## config.mk

```make
export PLATFORM = sky130hd
export DESIGN_NAME = mem_access_ctrl_flat
export DESIGN_NICKNAME = d
export VERILOG_FILES = /design/src/rtl/mem_access_ctrl_if.sv /design/src/rtl/mem_access_ctrl.sv /design/src/flat_wrapper.sv
export SDC_FILE = /design/constraint.sdc
export NUM_CORES = 1
export LEC_CHECK = 0
export CORE_UTILIZATION = 35
export CTS_BUF_LIST = sky130_fd_sc_hd__clkbuf_4
export DETAILED_ROUTE_END_ITERATION = 8
export HOLD_SLACK_MARGIN = 0.03
export PLACE_DENSITY = 0.66
export SLEW_MARGIN = 25
export SYNTH_ARGS = -nofsm -noshare
export SYNTH_HDL_FRONTEND = slang
export SYNTH_SLANG_ARGS = --single-unit
```

## constraint.sdc

```tcl
create_clock -name clk -period 1.6 [get_ports clk]
set_clock_uncertainty 0.15 [all_clocks]
set_input_delay 0.48 -clock clk [delete_from_list [all_inputs] [get_ports clk]]
set_output_delay 0.48 -clock clk [all_outputs]
set_load 0.005 [all_outputs]
```

## src/rtl/mem_access_ctrl_if.sv

```systemverilog
// Bundle of the client command/write/read-return handshakes and the word
// memory pins driven by mem_access_ctrl.
//   cmd_*     : burst command (valid/ready), rw, start address, beats-1
//   wr_*      : write beat stream (valid/ready/data)
//   rd_*      : read beat return (valid/data, no backpressure)
//   done      : one-cycle burst completion pulse
//   mem_*     : memory strobe, read/write select, address, write/read data
// Modports: slave = controller view, master = client + memory view.
interface mem_access_ctrl_if #(
  parameter int AW = 8,
  parameter int DW = 32
);
  logic          cmd_valid;
  logic          cmd_ready;
  logic          cmd_rw;
  logic [AW-1:0] cmd_addr;
  logic [3:0]    cmd_len;
  logic          wr_valid;
  logic          wr_ready;
  logic [DW-1:0] wr_data;
  logic          rd_valid;
  logic [DW-1:0] rd_data;
  logic          done;
  logic          mem_en;
  logic          mem_RW;
  logic [AW-1:0] mem_addr;
  logic [DW-1:0] mem_wdata;
  logic [DW-1:0] mem_rdata;

  modport slave (
    input  cmd_valid, cmd_rw, cmd_addr, cmd_len, wr_valid, wr_data, mem_rdata,
    output cmd_ready, wr_ready, rd_valid, rd_data, done,
           mem_en, mem_RW, mem_addr, mem_wdata
  );

  modport master (
    output cmd_valid, cmd_rw, cmd_addr, cmd_len, wr_valid, wr_data, mem_rdata,
    input  cmd_ready, wr_ready, rd_valid, rd_data, done,
           mem_en, mem_RW, mem_addr, mem_wdata
  );
endinterface

```

## src/rtl/mem_access_ctrl.sv

```systemverilog
// Burst memory access controller: takes read/write burst commands and drives
// the word memory one beat per cycle, returning read data after RD_LAT cycles.
// Ports:
//   clk  : rising-edge clock
//   rst  : asynchronous active-low reset
//   bus  : mem_access_ctrl_if.slave (command, write stream, read return,
//          done pulse and registered memory pins)
// Parameters: AW address width (wraps), DW data width, RD_LAT 1..4.
module mem_access_ctrl #(
  parameter int AW     = 8,
  parameter int DW     = 32,
  parameter int RD_LAT = 1
) (
  input  logic           clk,
  input  logic           rst,
  mem_access_ctrl_if.slave bus
);

  typedef enum logic [2:0] {
    S_IDLE, S_WRITE, S_READ, S_DRAIN, S_FIN
  } state_t;

  state_t        state_q;
  logic [AW-1:0] cur_q;
  logic [4:0]    rem_q;
  logic          mem_en_q;
  logic          mem_rw_q;
  logic [AW-1:0] mem_addr_q;
  logic [DW-1:0] mem_wdata_q;
  logic          done_q;

  // vld_pipe_q[0] is high in the cycle a read strobe sits on the pins;
  // vld_pipe_q[RD_LAT] marks the cycle mem_rdata belongs to that strobe.
  logic [RD_LAT:0] vld_pipe_q;
  logic [RD_LAT:0] vld_pipe_d;
  logic            rd_valid_q;
  logic [DW-1:0]   rd_data_q;
  logic            last_rd;

  // Read strobes are contiguous, so the beat reaching the end of the pipe
  // with nothing behind it is the last one of the burst.
  assign last_rd    = vld_pipe_q[RD_LAT] & ~(|vld_pipe_q[RD_LAT-1:0]);
  assign vld_pipe_d = {vld_pipe_q[RD_LAT-1:0], (state_q == S_READ)};

  always_ff @(posedge clk or negedge rst) begin
    if (!rst) begin
      state_q     <= S_IDLE;
      cur_q       <= '0;
      rem_q       <= '0;
      mem_en_q    <= 1'b0;
      mem_rw_q    <= 1'b0;
      mem_addr_q  <= '0;
      mem_wdata_q <= '0;
      done_q      <= 1'b0;
    end else begin
      mem_en_q <= 1'b0;
      done_q   <= 1'b0;
      case (state_q)
        S_IDLE: begin
          if (bus.cmd_valid) begin
            cur_q   <= bus.cmd_addr;
            rem_q   <= {1'b0, bus.cmd_len} + 5'd1;
            state_q <= bus.cmd_rw ? S_WRITE : S_READ;
          end
        end
        S_WRITE: begin
          if (bus.wr_valid) begin
            mem_en_q    <= 1'b1;
            mem_rw_q    <= 1'b1;
            mem_addr_q  <= cur_q;
            mem_wdata_q <= bus.wr_data;
            cur_q       <= cur_q + AW'(1);
            rem_q       <= rem_q - 5'd1;
            // done lines up with the last strobe, which shows in FIN
            if (rem_q == 5'd1) begin
              state_q <= S_FIN;
              done_q  <= 1'b1;
            end
          end
        end
        S_READ: begin
          mem_en_q   <= 1'b1;
          mem_rw_q   <= 1'b0;
          mem_addr_q <= cur_q;
          cur_q      <= cur_q + AW'(1);
          rem_q      <= rem_q - 5'd1;
          if (rem_q == 5'd1) state_q <= S_DRAIN;
        end
        S_DRAIN: begin
          // done is registered one cycle ahead so it pairs with the last
          // rd_valid; leave once it is on the output.
          if (done_q) state_q <= S_IDLE;
          else        done_q  <= last_rd;
        end
        S_FIN:   state_q <= S_IDLE;
        default: state_q <= S_IDLE;
      endcase
    end
  end

  always_ff @(posedge clk or negedge rst) begin
    if (!rst) begin
      vld_pipe_q <= '0;
      rd_valid_q <= 1'b0;
      rd_data_q  <= '0;
    end else begin
      vld_pipe_q <= vld_pipe_d;
      rd_valid_q <= vld_pipe_q[RD_LAT];
      if (vld_pipe_q[RD_LAT]) rd_data_q <= bus.mem_rdata;
    end
  end

  assign bus.cmd_ready = (state_q == S_IDLE);
  assign bus.wr_ready  = (state_q == S_WRITE);
  assign bus.rd_valid  = rd_valid_q;
  assign bus.rd_data   = rd_data_q;
  assign bus.done      = done_q;
  assign bus.mem_en    = mem_en_q;
  assign bus.mem_RW    = mem_rw_q;
  assign bus.mem_addr  = mem_addr_q;
  assign bus.mem_wdata = mem_wdata_q;

endmodule
```

## src/flat_wrapper.sv

```systemverilog
// flat-port wrapper written by rule: the top's interface ports become plain ports
module mem_access_ctrl_flat 
#(
  parameter int AW     = 8,
  parameter int DW     = 32,
  parameter int RD_LAT = 1
)
  (clk, rst, bus_cmd_valid, bus_cmd_rw, bus_cmd_addr, bus_cmd_len, bus_wr_valid, bus_wr_data, bus_mem_rdata, bus_cmd_ready, bus_wr_ready, bus_rd_valid, bus_rd_data, bus_done, bus_mem_en, bus_mem_RW, bus_mem_addr, bus_mem_wdata);
  mem_access_ctrl_if #(.AW(AW), .DW(DW)) bus_i ();
  input  logic clk;
  input  logic rst;
  input wire logic [$bits(bus_i.cmd_valid)-1:0] bus_cmd_valid;
  input wire logic [$bits(bus_i.cmd_rw)-1:0] bus_cmd_rw;
  input wire logic [$bits(bus_i.cmd_addr)-1:0] bus_cmd_addr;
  input wire logic [$bits(bus_i.cmd_len)-1:0] bus_cmd_len;
  input wire logic [$bits(bus_i.wr_valid)-1:0] bus_wr_valid;
  input wire logic [$bits(bus_i.wr_data)-1:0] bus_wr_data;
  input wire logic [$bits(bus_i.mem_rdata)-1:0] bus_mem_rdata;
  output wire logic [$bits(bus_i.cmd_ready)-1:0] bus_cmd_ready;
  output wire logic [$bits(bus_i.wr_ready)-1:0] bus_wr_ready;
  output wire logic [$bits(bus_i.rd_valid)-1:0] bus_rd_valid;
  output wire logic [$bits(bus_i.rd_data)-1:0] bus_rd_data;
  output wire logic [$bits(bus_i.done)-1:0] bus_done;
  output wire logic [$bits(bus_i.mem_en)-1:0] bus_mem_en;
  output wire logic [$bits(bus_i.mem_RW)-1:0] bus_mem_RW;
  output wire logic [$bits(bus_i.mem_addr)-1:0] bus_mem_addr;
  output wire logic [$bits(bus_i.mem_wdata)-1:0] bus_mem_wdata;
  assign bus_i.cmd_valid = bus_cmd_valid;
  assign bus_i.cmd_rw = bus_cmd_rw;
  assign bus_i.cmd_addr = bus_cmd_addr;
  assign bus_i.cmd_len = bus_cmd_len;
  assign bus_i.wr_valid = bus_wr_valid;
  assign bus_i.wr_data = bus_wr_data;
  assign bus_i.mem_rdata = bus_mem_rdata;
  assign bus_cmd_ready = bus_i.cmd_ready;
  assign bus_wr_ready = bus_i.wr_ready;
  assign bus_rd_valid = bus_i.rd_valid;
  assign bus_rd_data = bus_i.rd_data;
  assign bus_done = bus_i.done;
  assign bus_mem_en = bus_i.mem_en;
  assign bus_mem_RW = bus_i.mem_RW;
  assign bus_mem_addr = bus_i.mem_addr;
  assign bus_mem_wdata = bus_i.mem_wdata;
  mem_access_ctrl #(.AW(AW), .DW(DW), .RD_LAT(RD_LAT)) u_core (.clk(clk), .rst(rst), .bus(bus_i));
endmodule
```

======== Yosys cells after proc, flatten, opt, wreduce, memory -nomap -nowiden ========
Cells that the tools add are included.
cells by class
  divide/modulo/power cells ............... 0
  multipliers ............................. 0
  add/sub/neg operators ................... 3
  mux-type cells .......................... 23
  bitwise gates (word level) .............. 2
  shift-type cells ........................ 0
  reductions and logical operators ........ 7
  order comparisons ....................... 0
  equality and inequality tests ........... 9
operators by type and width
  cell                                                 count
  two-way mux 8 bit                                    3
  case mux 8 bit (3 select lines)                      1
  case mux 8 bit (2 select lines)                      1
  two-way mux 3 bit                                    5
  case mux 5 bit (3 select lines)                      1
  case mux 3 bit (4 select lines)                      1
  two-way mux 5 bit                                    2
  adder 8 x 1 -> 8 bit, second input constant          1
  equality test 3 x 2 -> 1 bit, second input constant  2
  != test 2 bit, second input constant                 3
  case mux 1 bit (2 select lines)                      3
  adder 4 x 1 -> 5 bit, second input constant          1
  equality test 5 x 1 -> 1 bit, second input constant  1
  two-way mux 1 bit                                    5
  AND reduction 5 bit                                  1
  subtractor 5 x 1 -> 5 bit, second input constant     1
  != test 2 x 1 -> 1 bit, second input constant        2
  AND reduction 2 bit                                  2
  equality test 3 x 1 -> 1 bit, second input constant  1
  zero test 3 bit                                      1
  AND reduction 3 bit                                  1
  nonzero test 3 bit                                   1
  two-way mux 2 bit                                    1
  nonzero test 2 bit                                   1
  other kinds (2)                                      2
word-level totals
  memories kept ........................... 0
  word-level logic and storage cells ...... 55
  RAM bits ................................ 0
  flip-flop bits (word level) ............. 94
  bits in latches ......................... 0
  bits of input ports ..................... 81
  memory bits (read-only) ................. 0
  output and inout bits ................... 78

======== Depth between registers and ports, before layout ========
Gate-level depths: netlist of the first run.
  word-level depth ........................ 4
  gate-level depth with buffers ........... 7

======== Least setup slack after synthesis of the first run ========
Ideal clock, no wire load.
  path kind ............................... flip-flop to flip-flop
  start ................................... register u_core.state_q[2]
  end ..................................... register u_core.cur_q[7]
  setup time .............................. 0.126 ns
  setup slack ............................. -0.055 ns
  required time ........................... 1.324 ns
  period minus slack after synthesis ...... 1.655 ns
  arrival time ............................ 1.379 ns
  stages on the path, launching flop included .. 7
  path buffers ............................ 2
  cell sequence ........................... dfrtp_1 > buf_6 > nand4bb_1 > buf_2 > o31a_4 > a21o_1 > a221o_1
between the ends
  cells in the longest elaborated chain, start to end .. 3
  elaborated cells between the ends (all ways) .. 8
  those cells by class .................... eq/ne (4); mux (1); reduce/logical (3)
ends and longest elaborated chain
  what                                                                  line                   source
  start: declaration                                                    mem_access_ctrl.sv:23  state_t state_q;
  start signal: assignment                                              mem_access_ctrl.sv:63  state_q <= bus.cmd_rw ? S_WRITE : S_READ;
  equality test 3 x 1 -> 1 bit (tied with other cells)                  mem_access_ctrl.sv:58  case (state_q)
  != test 2 bit (no source line) or nonzero test 3 bit (tied branches)  --
  AND reduction 3 bit (no source line)                                  --
  end signal: assignment                                                mem_access_ctrl.sv:61  cur_q <= bus.cmd_addr;
  end signal: assignment                                                mem_access_ctrl.sv:72  cur_q <= cur_q + AW'(1);
  end signal: assignment                                                mem_access_ctrl.sv:85  cur_q <= cur_q + AW'(1);
  end: declaration                                                      mem_access_ctrl.sv:24  logic [AW-1:0] cur_q;
Several ways; a longest one is shown, not always the timed one.
A chain may end at the register's enable or synchronous reset.

======== Worst setup path after layout of the first run ========
  start ................................... register u_core.state_q[1]
  end ..................................... register u_core.mem_addr_q[5], in the netlist u_core.bus.mem_addr[5]
between the ends
  cells in the longest elaborated chain, start to end .. 3
  elaborated cells between the ends (all ways) .. 6
  those cells by class .................... eq/ne (3); mux (1); reduce/logical (2)
ends and longest elaborated chain
  what                                                                          line                   source
  equality test 3 x 1 -> 1 bit or equality test 3 x 2 -> 1 bit (tied branches)  mem_access_ctrl.sv:58
  != test 2 bit (no source line) or nonzero test 2 bit (tied branches)          --
  AND reduction 2 bit (no source line)                                          --
  end signal: assignment                                                        mem_access_ctrl.sv:70  mem_addr_q <= cur_q;
  end signal: assignment                                                        mem_access_ctrl.sv:84  mem_addr_q <= cur_q;
  end: declaration                                                              mem_access_ctrl.sv:28  logic [AW-1:0] mem_addr_q;
Several ways; a longest one is shown, not always the timed one.

==> run metrics, run 1 <==
status complete, but fails checks; failing checks setup timing; fraction of registers with async set/reset 100%; number of synthesized flops with an enable pin 0; CTS Sinks 94; routed vias 3484; Total Power 12.5 mW; GRT Overall Usage 19.4%; core outline area 11000 um^2; pin count of the biggest net entering global routing 39; full die area 11800 um^2; area delta synth->final 64.9%; reg2reg setup slack -0.30 ns; critical path's largest stage delay 0.46 ns; PwrDens 1900 nW/um^2; Most used DFF post-synth dfrtp_1; Hold Crit Class reg2reg; Final #Nets 661; synthesized flop and latch total 94; Crit Path Class reg2reg; htree depth 3; vias in the first global route 3450; min Tclk post-route 1.90 ns; Cell variety after synth 53; Max IR drop VDD 866 uV; Initial DRT Pass Iterations 4; Mean Syn Cell Area 11.3 um^2; dpl hpwl 7580 um; post-synthesis sequential area ratio 59.0%; Antenna Nets Post-Route 0; # port buffers 158; reg2reg path depth 6; share of cells above drive strength 1 49.2%; clk slew on worst S/H paths 0.15 ns; row cnt 38; Die Height 109 um; deepest clock path buffer count 2; antenna violations before repair 1; most frequent CP cell buf_6; GR Overflow Total 0; Max-Cap Viols 0; synthesized instance count 351; setup TNS -7.80 ns; final setup violation count 86; Worst Path Arrival 2.09 ns; Final Cycle Share 119%; Final Hold Fails 0; clk_lat worst skew 0.44 ns; CTS tree built; routability congestion estimate 0.796; r2r startpoint u_core.state_q[1]$_DFFE_PN0P_; WP depth 6; reg2reg end u_core.bus.mem_addr[5]$_DFFE_PN0P_; Top delay family on crit path flip-flops; I/O pin cnt 159; synth warn 0; Max Slew Vio Count 0; end of the critical path u_core.bus.mem_addr[5]$_DFFE_PN0P_; max_slew headroom 77.8%; RSZ-0062 raised after global routing true; Die Wd 109 um; Critical Path End Type flop; routed len/inst 16.2 um; Worst Setup SP u_core.state_q[1]$_DFFE_PN0P_; PnR worst setup slack -0.301 ns; Buf/Inv on CP 3; drt total wl 11700 um; CTS buffer count 9; Mapped Area 3980 um^2; Placed Cells 671; vias per cell 4.83; synthesized net count 436; type of origin of the critical path flop; global-route wire length before repair 17400 um; final cell count without fillers 722; initial core utilization 36.3%; Req. time, crit path 1.79 ns; fmax 526 MHz; Leak 3.19 nW; HP Start u_core.vld_pipe_q[0]$_DFF_PN0_; initial DRC count 174; root buf cell clkbuf_4; critical path cell sequence buf_6, buf_6, nand3b_1, a21oi_4, clkbuf_16, mux2_4; Final Hold Slack 0.254 ns; critical path's slowest cell dfrtp_1; DRC 0; crit-path max FO 5; worst slew pin tran 0.331 ns
==> routing by layer <==
metal | GRT usage, % | vias up | routed length (um)
li1 | - | 1642 | -
met1 | 23.1 | 1726 | 4730
met2 | 34.3 | 93 | 6120
met3 | 3.29 | 23 | 514
met4 | 8.78 | 0 | 327
met5 | 0 | - | 0
==> registers in the layout (all words and copies together) (netlist names) <==
| signal | flops |
|---|---|
| u_core.bus.mem_wdata | 32 |
| u_core.bus.rd_data | 32 |
| u_core.bus.mem_addr | 8 |
| u_core.cur_q | 8 |
| u_core.rem_q | 5 |
| u_core.state_q | 3 |
| u_core.vld_pipe_q | 2 |
| u_core.bus.done | 1 |
| u_core.bus.mem_RW | 1 |
| u_core.bus.mem_en | 1 |
| u_core.bus.rd_valid | 1 |
==> timing repair <==
item | in CTS | in global routing
gates cloned | 3 | 2
hold endpoints to repair | 21 | 0
resized for setup | 349 | 89
setup endpoints to repair | 132 | 135
pin swaps | 10 | 50
buffers inserted | 14 | 17
hold buffers | 1 | 0
==> power breakdown <==
part,leakage [nW],internal (mW),total [mW],switching (mW)
Combinational,2.00,4.03,7.18,3.15
Clock,0.0565,0.308,1.12,0.809
Sequential,1.13,3.53,4.16,0.631
==> per-stage QoR <==
step | worst slack [ns] | cell area, um^2 | util (%)
floorplan | -0.0430 | 4000 | -
global placement | -0.635 | 6030 | 54.9
detailed placement | -0.650 | 6030 | 54.9
CTS | -0.286 | 6150 | 56.0
global route | -0.371 | 6570 | 59.8
finish | -0.301 | 6570 | 59.8
==> layout by cell type (no fill, tap or decap), types with 3 or more instances in the layout <==
master,n
nand2_2,31
nand2_4,18
clkdlybuf4s50_1,79
buf_6,16
nand2_1,58
ha_1,4
mux2_2,32
mux2i_1,4
nor2_1,5
clkinv_1,4
mux2_4,8
nor3_1,4
clkbuf_4,9
a22o_1,3
a21oi_1,5
buf_2,78
inv_1,3
nand3_1,7
nor2_2,3
buf_4,47
dfrtp_1,94
buf_12,11
a21oi_2,5
==> cell families after synthesis <==
family          count (synthesis)  synth area share [%]
compound gates                 36                  6.78
xor+xnor                        3                 0.848
fa+ha+maj                       4                  1.26
buf+inv                        23                  3.27
flops                          94                  59.0
mux                            45                  12.6
simple gates                  146                  16.2
==> cell type report <==
cell class / instances / area (um^2)
Fill cell: 922 / 4420
Sequential cell: 94 / 2350
Timing Repair Buffer: 234 / 1990
Multi-Input combinational cell: 234 / 1920
Tap cell: 140 / 175
Clock buffer: 9 / 67.6
Clock inverter: 7 / 40.0
Inverter: 3 / 11.3
Antenna cell: 1 / 2.50
==> worst min path at each step <==
stage	end	slack, ns	cells past startpoint
floorplan	u_core.bus.done$_DFF_PN0_	0.03	0
global placement	u_core.vld_pipe_q[1]$_DFF_PN0_	0.23	0
detailed placement	u_core.vld_pipe_q[1]$_DFF_PN0_	0.21	0
CTS	u_core.vld_pipe_q[1]$_DFF_PN0_	0.25	0
global route	u_core.vld_pipe_q[1]$_DFF_PN0_	0.27	0
finish	u_core.vld_pipe_q[1]$_DFF_PN0_	0.25	0
==> synthesized netlist by cell type (3+ instances only) <==
| cell type | instances | area (um^2) |
|---|---|---|
| nor3_1 | 4 | 20.0 |
| inv_1 | 3 | 11.3 |
| nor2_1 | 7 | 26.3 |
| mux2i_1 | 5 | 50.1 |
| ha_1 | 4 | 50.1 |
| buf_2 | 5 | 25.0 |
| buf_6 | 4 | 45.0 |
| a22o_1 | 3 | 26.3 |
| clkbuf_1 | 7 | 26.3 |
| nand3_1 | 7 | 35.0 |
| a21oi_1 | 11 | 55.1 |
| a2bb2oi_1 | 3 | 26.3 |
| mux2_2 | 40 | 450 |
| dfrtp_1 | 94 | 2350 |
| nand2_1 | 107 | 402 |
Power figures use the tool's default switching activity.
==> inputs of run 2 (changes only) <==
- CAP_MARGIN: not set -> 10
==> results of run 2 <==
Final layout, timing and power as in run 1 (identical DEF).
